## src/rtl/hr_dq_tx.sv

```systemverilog
// hr_dq_tx: transmit-side DDR data path for the HyperRAM controller.
// Write words with byte masks are buffered in a 2-entry FIFO. After a
// programmable latency countdown they are driven as registered rising/falling
// byte pairs plus RWDS mask bits toward the ODDR/OBUFT pad primitives.
// Optional feature macro: HR_TX_UNDERRUN_EN enables the sticky underrun flag.
// Without it the masked filler cycles still happen; only the flag is removed.
module hr_dq_tx #(
    parameter int LAT_W = 4
) (
    input  logic             clk,
    input  logic             reset_n,
    input  logic             start,
    input  logic [LAT_W-1:0] lat_cycles,
    input  logic [15:0]      wr_d,
    input  logic [1:0]       wr_m,
    input  logic             wr_last,
    input  logic             wr_valid,
    output logic             wr_ready,
    output logic [7:0]       dq_ris,
    output logic [7:0]       dq_fal,
    output logic             dq_oe,
    output logic             rwds_ris,
    output logic             rwds_fal,
    output logic             rwds_oe,
    output logic             busy,
    output logic             done,
    output logic             underrun
);

    typedef enum logic [1:0] {
        IDLE,
        LATENCY,
        DATA,
        TAIL
    } state_t;

    // The state names what the output registers are currently showing:
    // DATA means a data (or masked filler) word is on the pins right now.
    state_t           state;
    logic [LAT_W-1:0] lat_cnt;
    logic             last_out;

    logic [15:0]      fifo_d    [2];
    logic [1:0]       fifo_m    [2];
    logic             fifo_last [2];
    logic             rd_ptr;
    logic             wr_ptr;
    logic [1:0]       count;

    logic             push;
    logic             pop;
    logic             emit;
    logic             start_ok;
    logic             fifo_empty;

    // No bypass path: ready depends only on the stored count, and stays low in reset.
    assign wr_ready   = reset_n & (count < 2'd2);
    assign push       = wr_valid & wr_ready;
    assign start_ok   = (state == IDLE) & start;
    assign fifo_empty = (count == 2'd0);

    // An emit edge loads the next output word; the first one coincides with
    // leaving the countdown so the first data cycle lands N+1 cycles after start.
    always_comb begin
        emit = 1'b0;
        if (start_ok && (lat_cycles == '0)) begin
            emit = 1'b1;
        end else if ((state == LATENCY) && (lat_cnt == LAT_W'(1))) begin
            emit = 1'b1;
        end else if ((state == DATA) && !last_out) begin
            emit = 1'b1;
        end
    end

    assign pop = emit & ~fifo_empty;

    // FIFO payload storage; contents need no reset since the count gates them.
    always_ff @(posedge clk) begin
        if (push) begin
            fifo_d[wr_ptr]    <= wr_d;
            fifo_m[wr_ptr]    <= wr_m;
            fifo_last[wr_ptr] <= wr_last;
        end
    end

    // FIFO pointers and occupancy; reset discards anything buffered.
    always_ff @(posedge clk or negedge reset_n) begin
        if (!reset_n) begin
            rd_ptr <= 1'b0;
            wr_ptr <= 1'b0;
            count  <= 2'd0;
        end else begin
            if (push) begin
                wr_ptr <= ~wr_ptr;
            end
            if (pop) begin
                rd_ptr <= ~rd_ptr;
            end
            case ({push, pop})
                2'b10:   count <= count + 2'd1;
                2'b01:   count <= count - 2'd1;
                default: count <= count;
            endcase
        end
    end

    // Burst sequencer with registered pad outputs; an emit overrides the per-state step.
    always_ff @(posedge clk or negedge reset_n) begin
        if (!reset_n) begin
            state    <= IDLE;
            lat_cnt  <= '0;
            last_out <= 1'b0;
            dq_ris   <= 8'h00;
            dq_fal   <= 8'h00;
            dq_oe    <= 1'b0;
            rwds_ris <= 1'b0;
            rwds_fal <= 1'b0;
            rwds_oe  <= 1'b0;
            busy     <= 1'b0;
            done     <= 1'b0;
        end else begin
            done <= 1'b0;
            case (state)
                IDLE: begin
                    if (start) begin
                        busy     <= 1'b1;
                        last_out <= 1'b0;
                        state    <= LATENCY;
                        lat_cnt  <= lat_cycles;
                    end
                end
                LATENCY: begin
                    lat_cnt <= lat_cnt - LAT_W'(1);
                end
                DATA: begin
                    if (last_out) begin
                        state    <= TAIL;
                        last_out <= 1'b0;
                        dq_ris   <= 8'h00;
                        dq_fal   <= 8'h00;
                        rwds_ris <= 1'b0;
                        rwds_fal <= 1'b0;
                        dq_oe    <= 1'b0;
                        rwds_oe  <= 1'b0;
                        done     <= 1'b1;
                    end
                end
                TAIL: begin
                    state <= IDLE;
                    busy  <= 1'b0;
                end
                default: begin
                    state <= IDLE;
                end
            endcase

            if (emit) begin
                state   <= DATA;
                dq_oe   <= 1'b1;
                rwds_oe <= 1'b1;
                if (!fifo_empty) begin
                    dq_ris   <= fifo_d[rd_ptr][15:8];
                    dq_fal   <= fifo_d[rd_ptr][7:0];
                    rwds_ris <= fifo_m[rd_ptr][1];
                    rwds_fal <= fifo_m[rd_ptr][0];
                    last_out <= fifo_last[rd_ptr];
                end else begin
                    dq_ris   <= 8'h00;
                    dq_fal   <= 8'h00;
                    rwds_ris <= 1'b1;
                    rwds_fal <= 1'b1;
                    last_out <= 1'b0;
                end
            end
        end
    end

`ifdef HR_TX_UNDERRUN_EN
    // Sticky flag: set by any masked filler cycle, cleared when a new burst starts.
    always_ff @(posedge clk or negedge reset_n) begin
        if (!reset_n) begin
            underrun <= 1'b0;
        end else if (emit && fifo_empty) begin
            underrun <= 1'b1;
        end else if (start_ok) begin
            underrun <= 1'b0;
        end
    end
`else
    assign underrun = 1'b0;
`endif

endmodule

```

## config.mk

```make
export PLATFORM = sky130hd
export DESIGN_NAME = hr_dq_tx
export DESIGN_NICKNAME = d
export VERILOG_FILES = /design/src/rtl/hr_dq_tx.sv
export SDC_FILE = /design/constraint.sdc
export NUM_CORES = 1
export LEC_CHECK = 0
export ABC_AREA = 1
export BUFFER_PORTS_ARGS = -buffer_cell sky130_fd_sc_hd__buf_4
export CORE_UTILIZATION = 55
export CTS_CLUSTER_SIZE = 24
export DETAILED_ROUTE_END_ITERATION = 10
export GPL_ROUTABILITY_DRIVEN = 1
export PLACE_DENSITY = 0.78
export SYNTH_ARGS = -nofsm -noshare
export SYNTH_HDL_FRONTEND = slang
export SYNTH_SLANG_ARGS = --single-unit
```

## constraint.sdc

```tcl
create_clock -name clk -period 2.7 [get_ports clk]
set_clock_uncertainty 0.1 [all_clocks]
set_input_delay 0.27 -clock clk [delete_from_list [all_inputs] [get_ports clk]]
set_output_delay 0.27 -clock clk [all_outputs]
set_load 0.05 [all_outputs]
```

== Yosys cells after proc, flatten, opt, wreduce, memory -nomap -nowiden ==
Memory sizes are Yosys's and may differ from the RTL's.
Index checks and enable logic that the tools add are counted.

* $add $sub $neg: 3
* Equality and inequality tests: 9
* Bitwise logic cells: 7
* Multiply operators: 0
* $lt $le $gt $ge: 1
* Shifts and indexed selects: 0
* Div/mod/pow operators: 0
* Reductions and logical operators: 19
* Muxes and demuxes: 33

{| class="wikitable"
|+ Operator list
! operator !! count
|-
| two-way mux 8 bit || 6
|-
| two-way mux 1 bit || 18
|-
| nonzero test 2 bit || 5
|-
| one-hot mux 4 bit (2 select lines) || 1
|-
| AND reduction 2 bit || 4
|-
| equality test 2 bit, second input constant || 3
|-
| two-way mux 2 bit || 3
|-
| != test 3 bit, second input constant || 2
|-
| one-hot mux 2 bit (3 select lines) || 1
|-
| bitwise AND 1 bit || 4
|-
| equality test 2 x 1 -> 1 bit, second input constant || 2
|-
| equality test 4 x 1 -> 1 bit, second input constant || 1
|-
| logical NOT 2 bit || 2
|-
| logical NOT 4 bit || 1
|-
| two-way mux 4 bit || 1
|-
| one-hot mux 1 bit (2 select lines) || 2
|-
| one-hot mux 2 bit (2 select lines) || 1
|-
| nonzero test 4 bit || 1
|-
| subtractor 4 x 1 -> 4 bit, second input constant || 1
|-
| logical AND 1 bit || 3
|-
| NOT 1 bit || 3
|-
| AND reduction 3 bit || 1
|-
| nonzero test 3 bit || 1
|-
| adder 2 x 1 -> 2 bit, second input constant || 1
|-
| 4 further kinds || 4
|}

* Bits in latches: 0
* Memory bits (read-only): 0
* Input port bits: 27
* RAM bits: 38
* Output and inout bits: 24
* Memories: 3
* Register bits: 32
* Logic and storage cells: 88

{| class="wikitable"
|+ Memories
! name !! depth !! width !! rd ports !! clocked after memory_dff !! wr ports !! RTL line !! RTL
|-
| fifo_d || 2 || 16 || 1 || 0 || 1 || 43 || <nowiki>logic [15:0] fifo_d [2];</nowiki>
|-
| fifo_m || 2 || 2 || 1 || 0 || 1 || 44 || <nowiki>logic [1:0] fifo_m [2];</nowiki>
|-
| fifo_last || 2 || 1 || 1 || 0 || 1 || 45 || <nowiki>logic fifo_last [2];</nowiki>
|}

== Depth between registers and ports, before layout ==
* Word-level depth: 8
* Mapped depth: 11
* Gate-level depth less buffers: 11

== Worst setup path before layout ==
Ideal clock, no wire load.

* Path type: reg-to-reg
* From: register count[1]
* To: memory fifo_d[0][0] (enable)
* Path buffers: 0
* Clock period less this slack: 2.733 ns
* Required time: 2.205 ns
* Slack: -0.033 ns
* Stages on the path, launching flop included: 4
* Data arrival time: 2.238 ns
* Cell sequence: dfrtp_1 > nor2_1 > nand2_1 > nor2_1

* Cells in the longest elaborated chain, start to end: 5

{| class="wikitable"
|+ RTL lines
! what !! RTL line !! RTL
|-
| start: declaration || 48 || <nowiki>logic [1:0] count;</nowiki>
|-
| start signal: assignment || 100 || <nowiki>2'b10: count <= count + 2'd1;</nowiki>
|-
| start signal: assignment || 101 || <nowiki>2'b01: count <= count - 2'd1;</nowiki>
|-
| start signal: assignment || 102 || <nowiki>default: count <= count;</nowiki>
|-
| < comparator 2 bit || 57 || <nowiki>assign wr_ready = reset_n & (count < 2'd2);</nowiki>
|-
| bitwise AND 1 bit || 57 ||
|-
| named net wr_ready || 18 || <nowiki>output logic wr_ready,</nowiki>
|-
| bitwise AND 1 bit || 58 || <nowiki>assign push = wr_valid & wr_ready;</nowiki>
|-
| two-way mux 1 bit || 79 || <nowiki>if (push) begin</nowiki>
|-
| two-way mux 1 bit (not written as such) || 80 || <nowiki>fifo_d[wr_ptr] <= wr_d;</nowiki>
|-
| end: declaration || 43 ||
|}

The timed path passes the listed nets, and every way through them passes these cells.

== Worst setup path after layout ==
* From: register state[1]
* To: register count[1]

* Cells in the longest elaborated chain, start to end: 8
* Elaborated cells on any way between the ends: 15
* Classes of those cells: eq/ne: 4; mux: 4; bitwise: 2; reduce/logical: 5

{| class="wikitable"
|+ RTL lines
! what !! RTL line !! RTL
|-
| start: declaration || 39 || <nowiki>state_t state;</nowiki>
|-
| start signal: assignment || 110 || <nowiki>state <= IDLE;</nowiki>
|-
| start signal: assignment || 128 || <nowiki>state <= LATENCY;</nowiki>
|-
| start signal: assignment || 137 || <nowiki>state <= TAIL;</nowiki>
|-
| equality test 2 bit || 70 || <nowiki>end else if ((state == DATA) && !last_out) begin</nowiki>
|-
| logical AND 1 bit || 70 ||
|-
| two-way mux 1 bit || 70 ||
|-
| two-way mux 1 bit || 68 || <nowiki>end else if ((state == LATENCY) && (lat_cnt == LAT_W'(1))) begin</nowiki>
|-
| two-way mux 1 bit * || 66 || <nowiki>if (start_ok && (lat_cycles == '0)) begin</nowiki>
|-
| bitwise AND 1 bit * || 75 || <nowiki>assign pop = emit & ~fifo_empty;</nowiki>
|-
| named net pop || 51 || <nowiki>logic pop;</nowiki>
|-
| equality test 2 x 1 -> 1 bit / equality test 2 bit (equally long branches) || 99 || <nowiki>case ({push, pop})</nowiki>
|-
| one-hot mux 2 bit (2 select lines) / nonzero test 2 bit (equally long branches) || - ||
|}

Mark *: on every way through the listed nets, which the timed path passes. The rest lies on a longest branch.
A chain may end at the register's enable or synchronous reset.

==> impl_metrics.toml <==
[power]
p_switching_w = 0.001625
p_comb_share_pct = 39.9
ir_worst_vdd_uv = 534.9
total_power_w = 0.004042
intPower_w = 0.002417
power_per_cell_area_mw_per_mm2 = 1125
p_leak_nw = 1.671
clkPwrFrac_pct = 21.4
p_sw_share_pct = 40.20
seqPwrFrac_pct = 38.6

[detailed_routing]
wl_per_cell_um = 13.05
drc = 0
drt_iter0_markers = 120
ant_nets = 0
wirelength_mm = 5.312
avgViaCountPerCell = 4.953
vias = 2016
first_pass_iters = 4

[yosys]
synth_top_area_cell = "edfxtp_1"
syn_avg_cell_area_um2 = 10.66
ys_types = 27
synth_warnings = 0
synth_area_mm2 = 0.002964
synth-seq-cells = 70
yosys-top-cells-area = "edfxtp_1, dfrtp_1, nand2_1"
ys_seq_area_share_pct = 65.51
syn-num-nets = 308
syn_inst = 278
synth_top_cell_area_share_pct = 38.50

[placement]
dpl.hpwl_mm = 3.605
post-place-ws_ps = 830.2
dpl.cell_count = 390
place_congestion = 0.8786
io_buffers = 49

[floorplanning]
die_x_um = 75.41
die-height_um = 75.41
fp.coreArea_mm2 = 0.005140
start_util_pct = 57.67
die_area_mm2 = 0.005687
fp-row-count = 26
ioPinCount = 51

[run]
cap_violations = 0

[critical_path]
cp.required_ps = 2820
reg2reg_depth = 11
cp_slowest_cell = "dfrtp_1"
crit_path_max_incr_delay_ps = 440
r2r-start = "state[1]"
worstSetupStartpoint = "state[1]"
cp_cell_sequence = "inv_2 > nand2_2 > nor2_4 > nand2_4 > nand3_1 > nand2_1 > inv_1 > ha_1 > a21oi_1 > o21ai_0 > xnor2_1"
worstSetupPathType = "reg2reg"
r2r_slack_ps = 820
cp-end-kind = "flip-flop"
critPathLaunchType = "flip-flop"
r2r_end = "count[1]"
crit_fanout = 5
worstSetupEndpoint = "count[1]"
crit_arrival_ps = 2000

[sta]
setup_slack_ps = 817.5
hold_violations = 0
hold_slack_ps = 10.42
layout_min_cycle_time_ps = 1883
fin_crit_sh_pct = 69.72
setup_viol = 0
drv_slew = 0
maxSlewHeadroom_pct = 47.35
clock.fmax_ghz = 0.5312
rsz0062_at_grt = "false"
worst_pin_slew_ps = 788.8

[clock_tree]
clkSinkCount = 70
cts_resized = 0
cts_made_buffers = 9
clock-root-buffer = "clkbuf_8"
cts_tree = "done"
clk_latency_ps = 340
cts_max_level = 3
ctsLongestPathBuffers = 2
clk_pin_slew_ps = 70

[hold_path]
hp-class = "in2reg"

[final_layout]
layout-drive-gt1-share_pct = 25.22
final_net_count = 362
syn_to_final_growth_pct = 21.23
diodes = 0
final_common_cell = "nand2_1"
utilization_pct = 69.91
layout_common_cells = "nand2_1, buf_4, edfxtp_1"
stdcell_count = 407

[status]
outcome = "completed"

[global_route]
grt_pass1_wl_mm = 8.921
grt_max_degree = 33
antenna_found_initial = 0
globalRouteOverflowTotal = 0
grt_pass1_vias = 1981
grt_usage_pct = 21.88
power by group through the flow:
stage | combinational (W) | clock [W] | sequential, W
2_1_floorplan | 0.000776 | 0 | 0.00197
3_3_place_gp | 0.00157 | 0 | 0.00157
3_5_place_dp | 0.00161 | 0 | 0.00158
4_1_cts | 0.00163 | 0.000875 | 0.00156
5_1_grt | 0.00179 | 0.000922 | 0.00158
6_report | 0.00161 | 0.000867 | 0.00156
registers in the layout, summed over array words and instances (netlist names):
register	cells
rwds_oe	1
done	1
rwds_fal	1
fifo_m	4
wr_ptr	1
fifo_d	32
state	2
dq_fal	8
rwds_ris	1
lat_cnt	4
dq_ris	8
fifo_last	2
busy	1
rd_ptr	1
last_out	1
count	2
worst max-delay path: cells and delay by family, from the launching register on:
| family | cells | cell delay, ps |
|---|---|---|
| AOI/OAI and AO/OA | 2 | 230 |
| xor gates and xnor gates | 1 | 140 |
| adders and majority gates | 1 | 240 |
| buffers and inverters | 2 | 140 |
| DFF | 1 | 440 |
| and+or+nand+nor | 5 | 470 |
cell families (layout without fill, tap and decap cells):
group	Yosys count	after routing	share of synthesized area [%]
xor gates and xnor gates	4	4	1.182
buffers and inverters	31	90	5.150
AOI/OAI and AO/OA	26	26	4.559
other	1	1	0.1265
adders and majority gates	3	3	1.266
and+or+nand+nor	143	143	22.20
DFF	70	70	65.51
cells in the mapped netlist:
master     n
o211ai_1   2
nand4_1    1
nor2_1    12
buf_12     1
dfrtp_1   32
buf_4      2
o21ai_0    5
and2_4     1
and2_1     1
xor2_1     2
nand2_4    1
buf_2      4
inv_1     16
a21oi_1   19
conb_1     1
clkbuf_1   5
nand3_2   10
xnor2_1    2
nor2_2     1
ha_1       3
buf_6      1
edfxtp_1  38
nand2_1   96
nand3_1   17
inv_2      2
nor2_4     2
nand2_2    1
cell type report:
class / count / area (µm²)
flip-flops and latches: 70 / 1942
clock buffers: 10 / 127.6
fillers: 402 / 1546
multi-input cells: 177 / 869.6
repair buffers: 56 / 422.9
clock inverters: 6 / 76.32
well taps: 70 / 87.58
inverters: 18 / 67.56
metal layers:
layer	vias to the layer above	wire (µm)	share of wire, %	GRT usage [%]
met3	11	220	4.1	6.085
met5	-	0	0	0
met1	938	2419	46	29.75
met2	51	2572	48	33.33
li1	1016	-	-	-
met4	0	101	1.9	9.671
worst min path at each step:
| stage | cells after the start | from | to | slack, ps |
|---|---|---|---|---|
| final | 1 | wr_d[8] | fifo_d[1][8] | 10 |
| after floorplan | 0 | reset_n | busy | -130 |
| after global routing | 1 | wr_d[4] | fifo_d[1][4] | 4 |
| after detailed placement | 2 | reset_n | lat_cnt[2] | 230 |
| after CTS | 1 | wr_d[8] | fifo_d[0][8] | 3 |
| after global placement | 2 | reset_n | lat_cnt[3] | 220 |
through the flow:
stage / cell area, µm² / setup TNS (ps)
floorplan: 2964 / -1244
global placement: 3379 / 0
detailed placement: 3379 / 0
CTS: 3593 / 0
global route: 3593 / 0
finish: 3593 / 0
repair_timing:
action | in CTS | in global routing
hold endpoints to repair | 32 | 0
setup endpoints to repair | 0 | 0
buffers inserted | 0 | 0
hold buffers | 1 | 0
No activity file was read; power rests on OpenSTA's default activity.
